[config.mk]
export PLATFORM = sky130hd
export DESIGN_NAME = seq_pattern_tx
export DESIGN_NICKNAME = d
export VERILOG_FILES = /design/src/rtl/seq_pkg.sv /design/src/rtl/pattern_shifter.sv /design/src/rtl/seq_pattern_tx.sv
export SDC_FILE = /design/constraint.sdc
export NUM_CORES = 1
export LEC_CHECK = 0
export ABC_AREA = 1
export BUFFER_PORTS_ARGS = -buffer_cell sky130_fd_sc_hd__buf_2
export CAP_MARGIN = 30
export CORE_MARGIN = 5
export CORE_UTILIZATION = 39
export DETAILED_ROUTE_END_ITERATION = 10
export SLEW_MARGIN = 20
export SYNTH_ARGS = -nofsm -noshare
export SYNTH_HDL_FRONTEND = slang
export SYNTH_HIERARCHICAL = 1
export SYNTH_SLANG_ARGS = --single-unit
[constraint.sdc]
create_clock -name clk_c -period 2.25 [get_ports clk_c]
set_input_delay 0.45 -clock clk_c [delete_from_list [all_inputs] [get_ports clk_c]]
set_output_delay 0.45 -clock clk_c [all_outputs]
set_load 0.02 [all_outputs]
[src/rtl/seq_pkg.sv]
// Shared sequence-block types: FSM states and the default serial pattern.
package seq_pkg;

  typedef enum logic [1:0] {
    IDLE     = 2'd0,
    SEND     = 2'd1,
    GAP_WAIT = 2'd2
  } seq_state_e;

  localparam int          DEF_PAT_W   = 4;
  localparam logic [3:0]  DEF_PATTERN = 4'b1011;

endpackage

[src/rtl/pattern_shifter.sv]
// Parallel-load, MSB-first shift register; shifts in zeros so the
// serial output naturally returns to 0 once the word is drained.
module pattern_shifter #(
  parameter int           W    = 4,
  parameter logic [W-1:0] INIT = '0
) (
  input  logic clk_c,
  input  logic reset_r,
  input  logic clr_i,
  input  logic load_i,
  input  logic shift_i,
  output logic msb_o
);

  logic [W-1:0] sh_q;
  logic [W-1:0] sh_d;

  always_comb begin
    sh_d = sh_q;
    if (clr_i) begin
      sh_d = '0;
    end else if (load_i) begin
      sh_d = INIT;
    end else if (shift_i) begin
      sh_d = sh_q << 1;
    end
  end

  always_ff @(posedge clk_c) begin
    if (reset_r) begin
      sh_q <= '0;
    end else begin
      sh_q <= sh_d;
    end
  end

  assign msb_o = sh_q[W-1];

endmodule

[src/rtl/seq_pattern_tx.sv]
// Burst transmitter: sends PATTERN MSB-first reps_i times with GAP idle
// cycles between repetitions, then pulses done_o.
module seq_pattern_tx
  import seq_pkg::*;
#(
  parameter int               PAT_W   = DEF_PAT_W,
  parameter logic [PAT_W-1:0] PATTERN = DEF_PATTERN,
  parameter int               REP_W   = 4,
  parameter int               GAP     = 1
) (
  input  logic             clk_c,
  input  logic             reset_r,
  input  logic             start_i,
  input  logic [REP_W-1:0] reps_i,
  input  logic             abort_i,
  output logic             q_o,
  output logic             valid_o,
  output logic             busy_o,
  output logic             done_o
);

  localparam int BIT_W = (PAT_W > 1) ? $clog2(PAT_W) : 1;
  localparam int GAP_W = (GAP > 1) ? $clog2(GAP) : 1;
  localparam logic [BIT_W-1:0] LAST_BIT = BIT_W'(PAT_W - 1);
  localparam logic [GAP_W-1:0] LAST_GAP = GAP_W'((GAP > 0) ? GAP - 1 : 0);
  localparam logic [REP_W-1:0] ONE_REP  = REP_W'(1);
  localparam bit               NO_GAP   = (GAP == 0);

  seq_state_e       state_q, state_d;
  logic [BIT_W-1:0] bit_q, bit_d;
  logic [GAP_W-1:0] gap_q, gap_d;
  logic [REP_W-1:0] rep_q, rep_d;
  logic             valid_q, valid_d;
  logic             busy_q, busy_d;
  logic             done_q, done_d;
  logic             sh_clr, sh_load, sh_shift;

  always_comb begin
    state_d  = state_q;
    bit_d    = bit_q;
    gap_d    = gap_q;
    rep_d    = rep_q;
    valid_d  = valid_q;
    busy_d   = busy_q;
    done_d   = 1'b0;
    sh_clr   = 1'b0;
    sh_load  = 1'b0;
    sh_shift = 1'b0;
    unique case (state_q)
      IDLE: begin
        valid_d = 1'b0;
        busy_d  = 1'b0;
        if (start_i && reps_i != '0 && !abort_i) begin
          state_d = SEND;
          rep_d   = reps_i;
          bit_d   = '0;
          valid_d = 1'b1;
          busy_d  = 1'b1;
          sh_load = 1'b1;
        end
      end
      SEND: begin
        if (abort_i) begin
          state_d = IDLE;
          valid_d = 1'b0;
          busy_d  = 1'b0;
          rep_d   = '0;
          sh_clr  = 1'b1;
        end else if (bit_q == LAST_BIT) begin
          bit_d = '0;
          if (rep_q == ONE_REP) begin
            state_d = IDLE;
            valid_d = 1'b0;
            busy_d  = 1'b0;
            done_d  = 1'b1;
            rep_d   = '0;
            sh_clr  = 1'b1;
          end else begin
            rep_d = rep_q - 1'b1;
            if (NO_GAP) begin
              sh_load = 1'b1;
            end else begin
              state_d = GAP_WAIT;
              valid_d = 1'b0;
              gap_d   = '0;
              sh_clr  = 1'b1;
            end
          end
        end else begin
          sh_shift = 1'b1;
          bit_d    = bit_q + 1'b1;
        end
      end
      GAP_WAIT: begin
        if (abort_i) begin
          state_d = IDLE;
          valid_d = 1'b0;
          busy_d  = 1'b0;
          rep_d   = '0;
          sh_clr  = 1'b1;
        end else if (gap_q == LAST_GAP) begin
          state_d = SEND;
          bit_d   = '0;
          valid_d = 1'b1;
          sh_load = 1'b1;
        end else begin
          gap_d = gap_q + 1'b1;
        end
      end
      default: begin
        state_d = IDLE;
        valid_d = 1'b0;
        busy_d  = 1'b0;
        sh_clr  = 1'b1;
      end
    endcase
  end

  always_ff @(posedge clk_c) begin
    if (reset_r) begin
      state_q <= IDLE;
      bit_q   <= '0;
      gap_q   <= '0;
      rep_q   <= '0;
      valid_q <= 1'b0;
      busy_q  <= 1'b0;
      done_q  <= 1'b0;
    end else begin
      state_q <= state_d;
      bit_q   <= bit_d;
      gap_q   <= gap_d;
      rep_q   <= rep_d;
      valid_q <= valid_d;
      busy_q  <= busy_d;
      done_q  <= done_d;
    end
  end

  pattern_shifter #(
    .W    (PAT_W),
    .INIT (PATTERN)
  ) u_shifter (
    .clk_c   (clk_c),
    .reset_r (reset_r),
    .clr_i   (sh_clr),
    .load_i  (sh_load),
    .shift_i (sh_shift),
    .msb_o   (q_o)
  );

  assign valid_o = valid_q;
  assign busy_o  = busy_q;
  assign done_o  = done_q;

endmodule

==> run metrics <==
CP Cell Sequence=inv_1 -> ha_1 -> nor2_1 -> nor2_1 -> nor2_1 -> nand2_1 -> nor2_1 -> inv_1 -> a21oi_1; Final Hold Fails=0; DR vias=893; Core Rows=17; first-pass GRT wire length=3.49 mm; GRT Resource Usage Total=a little over an eighth; top cell family by delay on the critical path=simple AND/OR/NAND/NOR gates; CTS root buffer=clkbuf_4; number of max-cap violations=0; Area Growth Syn to Fin=11.2%; drt first pass iters=4; element type at the critical path start=register; IO Port Bufs=11; DP Wirelength=around 1.6 mm; Top FF cell, synth=dfxtp_1; Post-synth ARST share=0%; Max-slew headroom=approximately 80%; Post-Syn Area=about 940 sq um; core area=between 2000 and 2500 sq um; Synth area leader=dfxtp_1; Worst Max-Slew Pin Slew=0.302 ns; via/cell ratio=approximately 4.8; wire per inst=10.5 microns; Layout Nets=175; Final setup viols=0; Max Slew Vio Count=0; ratio of cells with drive above 1 in the final layout=14.5%; sum of negative setup slack=0 ns; IO Pins=12; # DRC=0; outcome=finished, final reports clean; Synthesis Warnings=6; synth top area cells=dfxtp_1 32%, nand2_1 16%, nor2_1 10%, ha_1 9.3%, inv_1 7.6%; Overflow after GRT=0; unrepaired setup endpoints after global routing=false; Compound-Gate Fraction of Synth Area=6.66%; CP required=2.47 ns; main combinational cell family by area after synthesis=simple AND/OR/NAND/NOR gates; power per cell area=817 nW/um^2; depth of the CTS H-tree=1; Leak=0.558 nW; vias in the first global route=846; clock sink count=15; Synth top area share=32.0%; largest net degree at the start of global routing=12; Crit. End Element=register; top cells by count, synth=41 x nand2_1, 26 x nor2_1, 19 x inv_1; Final Skew=0.00113 ns; worst min-delay path class=primary input to register; gpl congestion=0.807; Multi-input gate area=~550 sq um; register bit count reported by yosys=15; register area=300 sq um; Total Wirelength=1.96 mm; most frequent cell after synthesis=nand2_1; Die ar.=3490 sq um; ANT nets after route=0; Adder-Cell Fraction of Synth Area=9.32%; xor/xnor share of the synthesized area=0%; WP buf/inv=2; syn_nets=160; diodes inserted=0; total setup buffers inserted after CTS=0; maximum VDD drop=0.345 mV; worst-skew pair later-pin latency=about 0.28 ns; Worst Path Max Fanout=6; simple-gate area share of the yosys netlist=42.5%; Max Freq=between 500 and 600 MHz; CP max stage delay=0.38 ns; Die Y=59.1 microns; mux cell area share after synthesis=0%; # fillers=261; Clock transition at path regs=0.09 ns; worst path arrival time=1.91 ns; Syn Inst Count=145; CTS tree=done; Clock Path Buffers=2; post-route total power=approximately 0.00085 W; Crit Path Category=register to register; CP max-delay cell=dfxtp_1; detailed router's first-iteration violation count=36; hold_buf cts=0; fin crit period=between 1.5 and 2 ns; initial cell density of the core=between 40% and 50%; initial antenna violation count=0; Fin Hold WS=0.413 ns; die width=59.1 microns; Most Frequent Cell on Critical Path=nor2_1; cts bufs inserted=3; CTS resizes=0; Netlist cell types=17; sequential element share of the synthesized area=about a third; Avg Inst Size Synth=6.48 sq um; period utilization=roughly 75%; Post-synth EDFFs=0
-- metrics by stage --
stage | cell area [sq um] | instances | utilization [%] | setup slack [ns]
CTS | 1040 | 187 | 46.3 | 0.557
finish | 1040 | 187 | 46.3 | 0.558
global route | 1040 | 187 | 46.3 | 0.294
detailed placement | 1020 | 183 | 45.2 | 0.584
floorplan | 940 | 145 | - | 0.802
global placement | 1020 | 183 | 45.2 | 0.691
-- layout by cell type, fill, tap and decap left out --
cell,n
nand2_2,3
nand3_1,11
nand2_1,41
a21boi_0,1
nor2_8,1
clkbuf_1,1
inv_2,2
buf_2,11
dfxtp_1,15
nand2_4,2
nor2_2,1
nand4_1,3
o21ai_0,2
nor4_1,1
clkbuf_4,3
nor2_1,26
ha_1,7
a21oi_1,9
inv_1,19
-- where the power goes --
group          leakage [nW]  switching, W  total [W]  internal (W)
Combinational         0.420      0.000233   0.000361      0.000129
Sequential            0.123     0.0000245   0.000336      0.000311
Clock                0.0150     0.0000884   0.000157     0.0000687
Total                 0.558      0.000345   0.000854      0.000508
-- sequential cells by signal, summed over array words and instances (netlist names) --
signal,cells
rep_q,4
u_shifter/sh_q,4
bit_q,2
state_q,2
busy_o,1
done_o,1
valid_o,1
-- cells by family after synthesis --
logic type,Yosys count
flops,15
simple gates,89
buf+inv,22
fa+ha+maj,7
compound gates,12
-- final timing paths --
check,from,endpoint,slack (ns),cells after the start
setup / recovery,state_q[1],u_shifter/sh_q[0],0.56,9
hold / removal,reset_r,busy_o,0.41,2
setup reg to reg,state_q[1],u_shifter/sh_q[0],0.56,9
hold reg to reg,busy_o,busy_o,0.47,2
-- routing by layer --
metal	wire length, microns	share of wire [%]	GRT usage (%)
met1	939	48	15.5
met2	930	48	22.4
met3	53	2.7	2.83
met4	34	1.7	5.50
met5	0	0	0
-- cell type report --
class	count	share of cell area, %
multi-input combinational	108	52.6
timing repair buffer	11	5.27
sequential	15	28.7
tap	28	3.35
clock buffer	4	2.51
inverter	21	7.54
Power figures use the tool's default switching activity.
